## config.mk

```make
export PLATFORM = sky130hd
export DESIGN_NAME = div_unit_flat
export DESIGN_NICKNAME = d
export VERILOG_FILES = /design/src/rtl/div_unit_if.sv /design/src/rtl/div_unit.sv /design/src/flat_wrapper.sv
export SDC_FILE = /design/constraint.sdc
export NUM_CORES = 1
export LEC_CHECK = 0
export CORE_ASPECT_RATIO = 1.1
export CORE_UTILIZATION = 50
export CTS_CLUSTER_DIAMETER = 100
export DETAILED_ROUTE_END_ITERATION = 7
export GPL_ROUTABILITY_DRIVEN = 0
export HOLD_SLACK_MARGIN = 0.06
export PLACE_DENSITY = 0.7
export SLEW_MARGIN = 20
export SYNTH_ARGS = -nofsm -noshare
export SYNTH_HDL_FRONTEND = slang
export SYNTH_SLANG_ARGS = --single-unit
```

## constraint.sdc

```tcl
create_clock -name clk -period 6.4 [get_ports clk]
set_input_delay 0.96 -clock clk [delete_from_list [all_inputs] [get_ports clk]]
set_output_delay 0.96 -clock clk [all_outputs]
set_load 0.005 [all_outputs]
```

## src/rtl/div_unit_if.sv

```systemverilog
// div_unit_if: request/response bundle between the execute stage and the iterative divider.
interface div_unit_if #(parameter int XLEN = 32);
    logic            start;
    logic [1:0]      div_op;
    logic [XLEN-1:0] op1;
    logic [XLEN-1:0] op2;
    logic            flush;
    logic            busy;
    logic            done;
    logic [XLEN-1:0] result;
    modport master (output start, div_op, op1, op2, flush, input busy, done, result);
    modport slave (input start, div_op, op1, op2, flush, output busy, done, result);
endinterface

```

## src/rtl/div_unit.sv

```systemverilog
// div_unit: 32-cycle restoring radix-2 divider for RV32M DIV/DIVU/REM/REMU.
// Define DIV_EARLY_OUT_EN to finish divide-by-zero and signed overflow in one cycle.
module div_unit #(parameter int XLEN = 32) (
    input logic       clk,
    input logic       reset,
    div_unit_if.slave bus
);
    typedef enum logic [1:0] {IDLE, CALC, DONE} state_t;
    state_t          r_state, w_next, w_enter;
    logic [5:0]      r_cnt;
    logic [1:0]      r_op;
    logic [XLEN-1:0] r_dvd, r_dvs, r_result, r_spec_val;
    logic [XLEN:0]   r_rem;
    logic            r_neg_q, r_neg_r, r_spec;
    logic            w_signed, w_dz, w_ovf, w_spec_in, w_accept, w_early, w_ge;
    logic [XLEN-1:0] w_spec_val_in, w_abs1, w_abs2, w_q_nx, w_q_fin, w_r_fin, w_calc_res;
    logic [XLEN+1:0] w_sh, w_diff;
    logic [XLEN:0]   w_rem_nx;
    assign w_signed      = ~bus.div_op[0];
    assign w_dz          = bus.op2 == '0;
    assign w_ovf         = w_signed && bus.op1 == 32'h8000_0000 && bus.op2 == '1;
    assign w_spec_in     = w_dz | w_ovf;
    assign w_spec_val_in = w_dz ? (bus.div_op[1] ? bus.op1 : '1) : (bus.div_op[1] ? '0 : 32'h8000_0000);
    assign w_accept      = bus.start && !bus.flush && (r_state == IDLE || r_state == DONE);
    assign w_abs1        = (w_signed && bus.op1[XLEN-1]) ? -bus.op1 : bus.op1;
    assign w_abs2        = (w_signed && bus.op2[XLEN-1]) ? -bus.op2 : bus.op2;
`ifdef DIV_EARLY_OUT_EN
    assign w_early = w_spec_in;
`else
    assign w_early = 1'b0;
`endif
    // r_rem stays below the divisor, so its top bit is always clear; the extra bit keeps the trial sign
    assign w_sh       = {r_rem, r_dvd[XLEN-1]};
    assign w_diff     = w_sh - {2'b00, r_dvs};
    assign w_ge       = ~w_diff[XLEN+1];
    assign w_rem_nx   = w_ge ? w_diff[XLEN:0] : w_sh[XLEN:0];
    assign w_q_nx     = {r_dvd[XLEN-2:0], w_ge};
    assign w_q_fin    = r_neg_q ? -w_q_nx : w_q_nx;
    assign w_r_fin    = r_neg_r ? -w_rem_nx[XLEN-1:0] : w_rem_nx[XLEN-1:0];
    assign w_calc_res = r_spec ? r_spec_val : (r_op[1] ? w_r_fin : w_q_fin);
    assign w_enter    = w_early ? DONE : CALC;
    always_ff @(posedge clk or posedge reset) begin
        if (reset) r_state <= IDLE;
        else r_state <= w_next;
    end
    always_comb begin
        w_next = bus.flush ? IDLE : (r_state == CALC) ? (r_cnt == 6'd0 ? DONE : CALC) : w_accept ? w_enter : IDLE;
    end
    always_ff @(posedge clk or posedge reset) begin
        if (reset) begin
            r_cnt      <= '0;
            r_op       <= '0;
            r_dvd      <= '0;
            r_dvs      <= '0;
            r_rem      <= '0;
            r_neg_q    <= 1'b0;
            r_neg_r    <= 1'b0;
            r_spec     <= 1'b0;
            r_spec_val <= '0;
            r_result   <= '0;
        end else begin
            if (w_accept) begin
                r_cnt      <= 6'd31;
                r_op       <= bus.div_op;
                r_dvd      <= w_abs1;
                r_dvs      <= w_abs2;
                r_rem      <= '0;
                r_neg_q    <= w_signed & (bus.op1[XLEN-1] ^ bus.op2[XLEN-1]);
                r_neg_r    <= w_signed & bus.op1[XLEN-1];
                r_spec     <= w_spec_in;
                r_spec_val <= w_spec_val_in;
            end else if (r_state == CALC) begin
                r_rem <= w_rem_nx;
                r_dvd <= w_q_nx;
                if (r_cnt != 6'd0) r_cnt <= r_cnt - 6'd1;
            end
            if (w_next == DONE) r_result <= (r_state == CALC) ? w_calc_res : w_spec_val_in;
        end
    end
    always_comb begin
        bus.busy   = r_state == CALC;
        bus.done   = r_state == DONE;
        bus.result = r_result;
    end
endmodule

```

## src/flat_wrapper.sv

```systemverilog
// flat-port wrapper written by rule: the top's interface ports become plain ports
module div_unit_flat 
#(parameter int XLEN = 32)
  (clk, reset, bus_start, bus_div_op, bus_op1, bus_op2, bus_flush, bus_busy, bus_done, bus_result);
  div_unit_if #(.XLEN(XLEN)) bus_i ();
  input logic clk;
  input logic reset;
  input wire logic [$bits(bus_i.start)-1:0] bus_start;
  input wire logic [$bits(bus_i.div_op)-1:0] bus_div_op;
  input wire logic [$bits(bus_i.op1)-1:0] bus_op1;
  input wire logic [$bits(bus_i.op2)-1:0] bus_op2;
  input wire logic [$bits(bus_i.flush)-1:0] bus_flush;
  output wire logic [$bits(bus_i.busy)-1:0] bus_busy;
  output wire logic [$bits(bus_i.done)-1:0] bus_done;
  output wire logic [$bits(bus_i.result)-1:0] bus_result;
  assign bus_i.start = bus_start;
  assign bus_i.div_op = bus_div_op;
  assign bus_i.op1 = bus_op1;
  assign bus_i.op2 = bus_op2;
  assign bus_i.flush = bus_flush;
  assign bus_busy = bus_i.busy;
  assign bus_done = bus_i.done;
  assign bus_result = bus_i.result;
  div_unit #(.XLEN(XLEN)) u_core (.clk(clk), .reset(reset), .bus(bus_i));
endmodule
```

==> metrics <==
status completed; main flop type after synthesis dfrtp_1; Critical Path RT 6.74 ns; Syn. warnings 0; final clock skew 0.0111 ns; leading area contributor after synthesis dfrtp_1; Hold Startpoint u_core.r_spec_val[14]; Post-synth EDFFs 0; CP Max Fanout 28; final setup fails 0; 1st-pass router iterations 5; Via density 6.27; CP Data Arrival Time 5.50 ns; Post-Syn Instances 1581; vias in the first global route 11492; Post-DRT Antenna Nets 0; DIE WIDTH 156 µm; uppermost routed layer met5; critical path class reg -> reg; number of placed I/O pins 104; Peak VDD IR 0.469 mV; crit path buf inv count 2; initial antenna violation count 2; drt drc 0; Routed WL 40700 µm; fmax 194 MHz; reg2reg start u_core.r_rem[27]; R2R Setup Slk 1.24 ns; All-Layer GR Usage 31.5%; first-pass GRT wire length 64500 µm; fraction of layout cells with a size suffix above 1 5.56%; Slowest-stage cell, CP ha_1; leakage 6.00 nW; # hold bufs at CTS 0; CP max stage delay 0.44 ns; initial DRC count 1145; post-synth design cell area 13000 µm²; dpl hpwl 30500 µm; clock buffer depth 2; Power Density 447 nW/µm²; setup tns final 0 ns; CP Capture Type flop; Setup crit start u_core.r_rem[27]; post-layout min period 5.16 ns; Mean Syn Cell Area 8.21 µm²; top post-synthesis cells by area dfrtp_1 33%, o21ai_0 6.7%, xnor2_1 5.1%; Max Cap Viol 0; total global routing overflow 0; syn_nets 1690; Hold Vio Cnt, Final 0; crit start category flop; post-synthesis sequential area ratio 33.4%; DR WL/cell 20.5 µm; CTS tree done; Clock Latency Late Sink 0.45 ns; DR WL met3 3740 µm; fin crit share 80.6%; Async S/R FF share, synth 100%; crit-path leading delay family simple AND/OR/NAND/NOR gates; RSZ-0062 raised after global routing no; top cell type's share of synthesized area 33.4%; Clock Sinks 173; vias 12438; Starting Density 51.1%; fin. max-slew vios 0; largest net degree at the start of global routing 105; Synth cell types 77; fin area 14700 µm²; area growth from synthesis to layout 13.6%; FP Rows 61; Port Buffers 103; Placeable Area 25400 µm²; clk slew on worst S/H paths 0.07 ns; most frequent cells in the layout 173 x o21ai_0, 173 x dfrtp_1, 164 x nand2_1; crit-path cells ha_1, nand4_1, nor3_1, nand2_1, o211ai_1, mux2_4, and2_2, inv_2, mux2i_1, ha_1, clkinv_1, nor3_1, mux2i_1, o21ai_0, and3b_1, xnor2_1, o31ai_1; H-tree lvl count 4; Post-DP Area 14100 µm²; wire length on met2 18200 µm; Nets 1732; Slew @ Worst Pin 1.08 ns; hold crit path type reg -> reg; Seq cells post-synth 173; Max-slew headroom 27.3%; Root Driver clkbuf_16; Die Ht 171 µm; die area 26600 µm²; Num CTS Buffers 17; Post-CTS Resized 0; wl on met1 17600 µm; Post-CTS Setup Inserts 0
[routing by layer]
layer	GRT usage [%]	vias up
met5	0	-
met4	10.3	2
met3	6.38	80
met2	48.9	547
met1	43.8	5965
li1	-	5844
[final timing paths]
kind / end / cells past startpoint
max reg2reg: u_core.bus.result[26] / 17
max: u_core.bus.result[26] / 17
min in group asynchronous: u_core.r_dvs[5] / 2
max in group asynchronous: u_core.bus.result[1] / 3
min reg2reg: u_core.r_spec_val[14] / 2
min: u_core.r_spec_val[14] / 2
[sequential cells by signal, indices dropped and copies added, names as in the netlist]
register / count
u_core.r_rem: 33
u_core.r_cnt: 6
u_core.r_spec_val: 32
u_core.r_spec: 1
u_core.r_neg_q: 1
u_core.r_dvd: 32
u_core.r_neg_r: 1
u_core.r_dvs: 32
u_core.r_state: 2
u_core.r_op: 1
u_core.bus.result: 32
[power breakdown]
| group | internal, mW | switching (mW) | total [mW] |
|---|---|---|---|
| combinational | 1.43 | 2.53 | 3.96 |
| sequential | 1.28 | 0.263 | 1.54 |
| clock | 0.571 | 0.516 | 1.09 |
| total | 3.28 | 3.31 | 6.59 |
[synth_stat cells (16+ instances only)]
library cell,n
nor3_1,34
nor2_1,103
a22oi_1,35
inv_1,60
nor4_1,21
xnor2_1,76
mux2_2,16
a31oi_1,19
nand4_1,23
dfrtp_1,173
o21ai_0,173
nor2b_1,34
o31ai_1,56
or3_1,26
mux2i_1,29
nand2_1,165
a21oi_1,96
clkbuf_1,74
a211oi_1,16
nand3_1,53
ha_1,38
xor2_1,66
[tightest hold or removal path, cell delays in order, from the launching register on]
cell and delay, ns:
dfrtp_1 0.34, nand2_1 0.05, o31ai_1 0.05
[through the flow]
stage / worst slack [ns] / total power, mW / util (%) / hold slack (ns) / cells
after floorplan: 0.752 / 4.40 / - / 0.440 / 1581
after detailed placement: 1.37 / 5.41 / 55.6 / 0.459 / 1950
final: 1.24 / 6.59 / 58.0 / 0.473 / 1983
after global placement: 1.64 / 5.36 / 55.6 / 0.451 / 1950
after global routing: 0.809 / 7.00 / 58.0 / 0.497 / 1982
after CTS: 1.38 / 6.51 / 58.0 / 0.476 / 1982
[layout make-up]
type / instances / area (µm²)
fill: 2332 / 10700
multi-input combinational: 1249 / 7970
sequential: 173 / 4330
timing repair buffer: 120 / 1160
clock buffer: 18 / 439
tap: 346 / 433
inverter: 62 / 238
clock inverter: 14 / 173
antenna: 1 / 2.50
[kinds of logic after synthesis]
group	share of synthesized area [%]
AO/OA/AOI/OAI	24.4
XOR/XNOR	9.58
adder cells (fa/ha/maj)	3.82
buffers and inverters	5.35
flip-flops	33.4
multiplexers	3.74
AND/OR/NAND/NOR	19.7
Power figures use the tool's default switching activity.
